==> config.mk <==
export PLATFORM = sky130hd
export DESIGN_NAME = rv_multicycle_sequencer
export DESIGN_NICKNAME = d
export VERILOG_FILES = /design/src/rtl/rv_multicycle_sequencer.sv
export SDC_FILE = /design/constraint.sdc
export NUM_CORES = 1
export LEC_CHECK = 0
export ABC_AREA = 1
export ABC_CLOCK_PERIOD_IN_PS = 14900
export CORE_UTILIZATION = 31
export CTS_CLUSTER_DIAMETER = 100
export DETAILED_ROUTE_END_ITERATION = 16
export GPL_TIMING_DRIVEN = 0
export PLACE_DENSITY_LB_ADDON = 0.05
export SYNTH_ARGS = -nofsm -noshare
export SYNTH_HDL_FRONTEND = slang
export SYNTH_SLANG_ARGS = --single-unit
export TNS_END_PERCENT = 5
==> constraint.sdc <==
create_clock -name clk -period 14.9 [get_ports clk]
set_input_delay 2.235 -clock clk [delete_from_list [all_inputs] [get_ports clk]]
set_output_delay 2.235 -clock clk [all_outputs]
set_load 0.1 [all_outputs]
==> src/rtl/rv_multicycle_sequencer.sv <==
// Control sequencer for the multi-cycle RV32I core: owns PC, IR and the retire
// counter, handshakes with variable-latency memory and raises traps.
module rv_multicycle_sequencer #(
    parameter int unsigned     XLEN           = 32,
    parameter logic [XLEN-1:0] RESET_VECTOR   = XLEN'(32'h0000_0000),
    parameter logic [XLEN-1:0] TRAP_VECTOR    = XLEN'(32'h0000_0100),
    parameter int unsigned     MEM_TIMEOUT    = 15,
    parameter int unsigned     CNT_W          = 32,
    parameter bit              HALT_ON_EBREAK = 1'b1
) (
    input  logic             clk,
    input  logic             reset,
    output logic             mem_req,
    output logic             mem_we,
    output logic [XLEN-1:0]  mem_addr,
    input  logic [31:0]      mem_rdata,
    input  logic             mem_ready,
    input  logic [XLEN-1:0]  ls_addr,
    input  logic             br_taken,
    input  logic [XLEN-1:0]  target,
    output logic [31:0]      ir,
    output logic [XLEN-1:0]  pc,
    output logic [XLEN-1:0]  pc_plus4,
    output logic [2:0]       stage,
    output logic [31:0]      load_data,
    output logic             rf_we,
    output logic             trap,
    output logic [1:0]       trap_cause,
    output logic [XLEN-1:0]  mepc,
    output logic             halted,
    output logic [CNT_W-1:0] retired
);

    localparam int unsigned TO_W = (MEM_TIMEOUT < 2) ? 1 : $clog2(MEM_TIMEOUT + 1);
    localparam logic [TO_W-1:0] TO_LAST = TO_W'((MEM_TIMEOUT == 0) ? 0 : MEM_TIMEOUT - 1);
    localparam logic [31:0] EBREAK = 32'h0010_0073;

    typedef enum logic [2:0] {
        S_FETCH  = 3'd0,
        S_DECODE = 3'd1,
        S_EXEC   = 3'd2,
        S_MEM    = 3'd3,
        S_WB     = 3'd4,
        S_TRAP   = 3'd5,
        S_HALT   = 3'd6
    } stage_t;

    stage_t            state;
    logic [XLEN-1:0]   pc_r;
    logic [XLEN-1:0]   target_r;
    logic [XLEN-1:0]   mepc_r;
    logic [31:0]       ir_r;
    logic [31:0]       load_data_r;
    logic              redirect_r;
    logic              rf_we_r;
    logic              trap_r;
    logic              halted_r;
    logic [1:0]        cause_r;
    logic [CNT_W-1:0]  retired_r;
    logic [TO_W-1:0]   to_cnt;

    logic [6:0] opcode;
    logic       op_r, op_i, op_ld, op_st, op_br, op_jal, op_jalr, op_lui, op_auipc;
    logic       op_legal, is_ebreak, wb_write, redirect_now, timed_out;
    logic [1:0] trap_code;

    assign opcode   = ir_r[6:0];
    assign op_r     = (opcode == 7'b0110011);
    assign op_i     = (opcode == 7'b0010011);
    assign op_ld    = (opcode == 7'b0000011);
    assign op_st    = (opcode == 7'b0100011);
    assign op_br    = (opcode == 7'b1100011);
    assign op_jal   = (opcode == 7'b1101111);
    assign op_jalr  = (opcode == 7'b1100111);
    assign op_lui   = (opcode == 7'b0110111);
    assign op_auipc = (opcode == 7'b0010111);
    // Every listed opcode ends in 2'b11, so membership also covers the ir[1:0] check.
    assign op_legal = op_r | op_i | op_ld | op_st | op_br | op_jal | op_jalr | op_lui | op_auipc;
    assign is_ebreak = (ir_r == EBREAK);
    assign wb_write = (op_r | op_i | op_ld | op_jal | op_jalr | op_lui | op_auipc)
                      && (ir_r[11:7] != 5'd0);
    assign redirect_now = op_jal | op_jalr | (op_br & br_taken);
    // A ready arriving on the limit cycle wins over the timeout.
    assign timed_out = (MEM_TIMEOUT != 0) && (to_cnt == TO_LAST) && !mem_ready;

    always_comb begin
        trap_code = 2'd0;
        unique case (state)
            S_FETCH, S_MEM: if (timed_out) trap_code = 2'd3;
            S_DECODE:       if (!op_legal && !(HALT_ON_EBREAK && is_ebreak)) trap_code = 2'd1;
            S_EXEC:         if (redirect_now && (target[1:0] != 2'b00)) trap_code = 2'd2;
            default:        trap_code = 2'd0;
        endcase
    end

    always_ff @(posedge clk or posedge reset) begin
        if (reset) begin
            state       <= S_FETCH;
            pc_r        <= RESET_VECTOR;
            ir_r        <= '0;
            load_data_r <= '0;
            target_r    <= '0;
            redirect_r  <= 1'b0;
            rf_we_r     <= 1'b0;
            trap_r      <= 1'b0;
            cause_r     <= 2'd0;
            mepc_r      <= '0;
            halted_r    <= 1'b0;
            retired_r   <= '0;
            to_cnt      <= '0;
        end else begin
            rf_we_r <= 1'b0;
            trap_r  <= 1'b0;
            if (trap_code != 2'd0) begin
                state   <= S_TRAP;
                trap_r  <= 1'b1;
                cause_r <= trap_code;
                mepc_r  <= pc_r;
            end else begin
                unique case (state)
                    S_FETCH: begin
                        if (mem_ready) begin
                            ir_r  <= mem_rdata;
                            state <= S_DECODE;
                        end else begin
                            to_cnt <= to_cnt + TO_W'(1);
                        end
                    end
                    S_DECODE: begin
                        if (HALT_ON_EBREAK && is_ebreak) begin
                            state    <= S_HALT;
                            halted_r <= 1'b1;
                        end else begin
                            state <= S_EXEC;
                        end
                    end
                    S_EXEC: begin
                        redirect_r <= redirect_now;
                        target_r   <= target;
                        if (op_ld || op_st) begin
                            state  <= S_MEM;
                            to_cnt <= '0;
                        end else begin
                            state   <= S_WB;
                            rf_we_r <= wb_write;
                        end
                    end
                    S_MEM: begin
                        if (mem_ready) begin
                            if (op_ld) load_data_r <= mem_rdata;
                            state   <= S_WB;
                            rf_we_r <= wb_write;
                        end else begin
                            to_cnt <= to_cnt + TO_W'(1);
                        end
                    end
                    S_WB: begin
                        pc_r      <= redirect_r ? target_r : pc_plus4;
                        retired_r <= retired_r + CNT_W'(1);
                        state     <= S_FETCH;
                        to_cnt    <= '0;
                    end
                    S_TRAP: begin
                        pc_r   <= TRAP_VECTOR;
                        state  <= S_FETCH;
                        to_cnt <= '0;
                    end
                    S_HALT: state <= S_HALT;
                    default: state <= S_FETCH;
                endcase
            end
        end
    end

    // Request is gated by reset so it drops the instant reset asserts.
    assign mem_req    = !reset && ((state == S_FETCH) || (state == S_MEM));
    assign mem_we     = !reset && (state == S_MEM) && op_st;
    assign mem_addr   = (state == S_MEM) ? ls_addr : pc_r;
    assign ir         = ir_r;
    assign pc         = pc_r;
    assign pc_plus4   = pc_r + XLEN'(4);
    assign stage      = state;
    assign load_data  = load_data_r;
    assign rf_we      = rf_we_r;
    assign trap       = trap_r;
    assign trap_cause = cause_r;
    assign mepc       = mepc_r;
    assign halted     = halted_r;
    assign retired    = retired_r;

endmodule

==> flow_summary.yaml <==
floorplan:
  die_width_um: 184
  core_area_um2: 32500
  std_cell_rows: 66
  ios: 334
  start_util_pct: 31.5
  die_h_um: 184
  die_area_um2: 33800
sta:
  finalCritPeriodShare_pct: 43.4
  maxSlewViolCount: 0
  rsz0062_at_grt: "false"
  fin_tns_setup_ps: 0
  fin_crit_ps: 6460
  relSlewSlack_pct: 30.1
  setup_viol: 0
  timing.fmax_ghz: 0.155
  finalClockSkew_ps: 12.7
  worst_pin_slew_ps: 1050
  hold_viol_final: 0
grt:
  grt_pass1_wl_um: 56000
  overflow: 0
  grt_pass1_vias: 9744
  grtUsageTotal_pct: 21.5
  antenna_found_initial: 5
  grt_max_degree: 78
clock_tree:
  ctsResizeCount: 0
  clkLatencyLatePin_ps: 530
  clockBufferDepth: 3
  post_cts_buffers: 0
  root_buffer: "clkbuf_16"
  hold_buffers: 0
  path_clk_slew_ps: 60
  cts_tree: "yes"
  numCtsBuffers: 26
  cts.sinks: 205
  cts_htree_levels: 1
placement:
  placed_area_um2: 14200
  port_buffers: 333
  placed_cells_incl_taps: 2052
  place_hpwl_um: 28100
  gp_congestion: 0.837
synthesis:
  syn_nets: 1379
  synthMuxAreaShare_pct: 3.96
  avgSynthCellArea_um2: 8.03
  ys_seq_area_share_pct: 50.1
  ys_warn_count: 0
  ys_seq_elements: 205
  synth_cell_type_count: 34
  synth_top_family_by_area: "simple AND/OR/NAND/NOR gates"
  synth_fa_ha_area_share_pct: 0.489
  yosys.area_share.simple_pct: 27.2
  syn_inst: 1275
  synth_compound_area_share_pct: 7.29
  synth_xor_area_share_pct: 3.85
  syn-cell-area_um2: 10200
route:
  wirelength_um: 36600
  drtIter0Drc: 499
  dr.pass1.iters: 5
  drt-wirelength-per-cell_um: 17.4
  num_vias: 9727
  drc: 0
  viasPerCell: 4.63
  ant_nets: 0
critical_path:
  cp_max_fo: 3
  path_common_cell: "clkdlybuf4s50_1"
  cp_data_required_time_ps: 12660
  reg2reg_slack_ps: 12570
  worstPathCellList: "clkdlybuf4s50_1 -> nor3_1 -> clkdlybuf4s50_1"
  cp-start-kind: "input pin"
  end_kind: "primary output"
  cp_slowest_cell: "clkdlybuf4s50_1"
  cp_data_arrival_time_ps: 4220
  max_stage_delay_ps: 1190
  path_class: "input pin to primary output"
layout:
  regArea_um2: 5130
  syn2layout_area_growth_pct: 47.6
  finalNonFillerCells: 2101
  multi_input_area_um2: 4380
  final_nets: 1742
  layout-drive-gt1-share_pct: 7.54
  fillers: 3356
  fin_area_um2: 15100
run:
  drv_cap: 0
worst_hold_path:
  hold_path_class: "flip-flop to flip-flop"
run_status:
  status: "finished, final reports clean"
==> kinds of logic after synthesis <==
| group | count (synthesis) |
|---|---|
| simple gates | 665 |
| flops | 205 |
| buf+inv | 177 |
| compound gates | 143 |
| xor+xnor | 45 |
| mux | 36 |
| fa+ha+maj | 4 |
==> synth_stat cells (all sizes together) <==
library cell    n  area (um^2)
nand3b          2         15.0
a21oi          39          203
nand3          50          260
xor2           31          272
dfrtp         205         5130
mux2           36          405
and2            1         6.26
o22ai          10         62.6
nand2         366         1380
or2             2         12.5
buf            30          183
clkinv          1         3.75
inv           121          454
o32ai           1         8.76
nor3           24          120
nor2          166          651
nor4            2         12.5
o211ai          2         15.0
nand4          52          325
ha              4         50.1
o21ai          90          450
a22oi           1         7.51
clkbuf         25         93.8
xnor2          14          123
==> state kept, by name (all words and copies together), names as in the netlist, 2 cells and up <==
name        cells
ir             32
load_data      32
mepc           32
pc             32
retired        32
stage           3
target_r       32
to_cnt          4
trap_cause      2
==> worst max-delay path, delay by kind of cell <==
| kind | cells | cell delay, ps |
|---|---|---|
| buffers and inverters | 2 | 1750 |
| and+or+nand+nor | 1 | 230 |
==> final timing paths <==
check,from,end,cells past startpoint
worst max-delay path,reset,mem_we,3
worst min-delay path,halted,halted,2
worst max register to register,pc[2],pc[14],8
worst min register to register,halted,halted,2
max in group asynchronous,reset,mepc[16],3
min in group asynchronous,reset,stage[0],2
==> metrics by stage <==
stage / hold slack (ps) / worst slack (ps) / util, %
after floorplan: 444 / 7070 / -
after global placement: 452 / 3540 / 43.4
after detailed placement: 458 / 8410 / 43.6
after CTS: 476 / 8410 / 46.5
after global routing: 492 / 8400 / 46.5
final: 466 / 8440 / 46.5
==> area by class of cell <==
| class | count | share of cell area, % |
|---|---|---|
| antenna | 2 | 0.0331 |
| buffer | 55 | 1.83 |
| clock buffer | 38 | 5.14 |
| clock inverter | 9 | 0.960 |
| inverter | 122 | 3.08 |
| multi-input combinational | 893 | 29.0 |
| sequential | 205 | 33.9 |
| tap | 442 | 3.66 |
| timing repair buffer | 335 | 22.4 |
==> layer usage <==
layer	global-route usage, %	wire, um
met5	0	39
met4	5.40	712
met3	5.17	2410
met2	37.9	18000
met1	26.3	15400
==> placed cells by master, fill, tap and decap left out, types with 4 or more instances in the layout <==
master	instances
mux2_2	36
clkbuf_8	6
nor3_1	24
clkinv_2	5
xor2_1	31
a21oi_1	37
dfrtp_1	205
clkdlybuf4s50_1	333
bufinv_16	4
o21ai_1	21
buf_4	7
o21ai_0	69
buf_2	17
inv_1	116
clkbuf_16	27
xnor2_1	14
nand2_1	364
nor2_1	161
clkbuf_1	30
inv_2	4
o22ai_1	10
nand4_1	52
nand3_1	48
ha_1	4
Power is not shown: default switching activity piles up to over one toggle a cycle in this logic, so the estimate is an artifact.
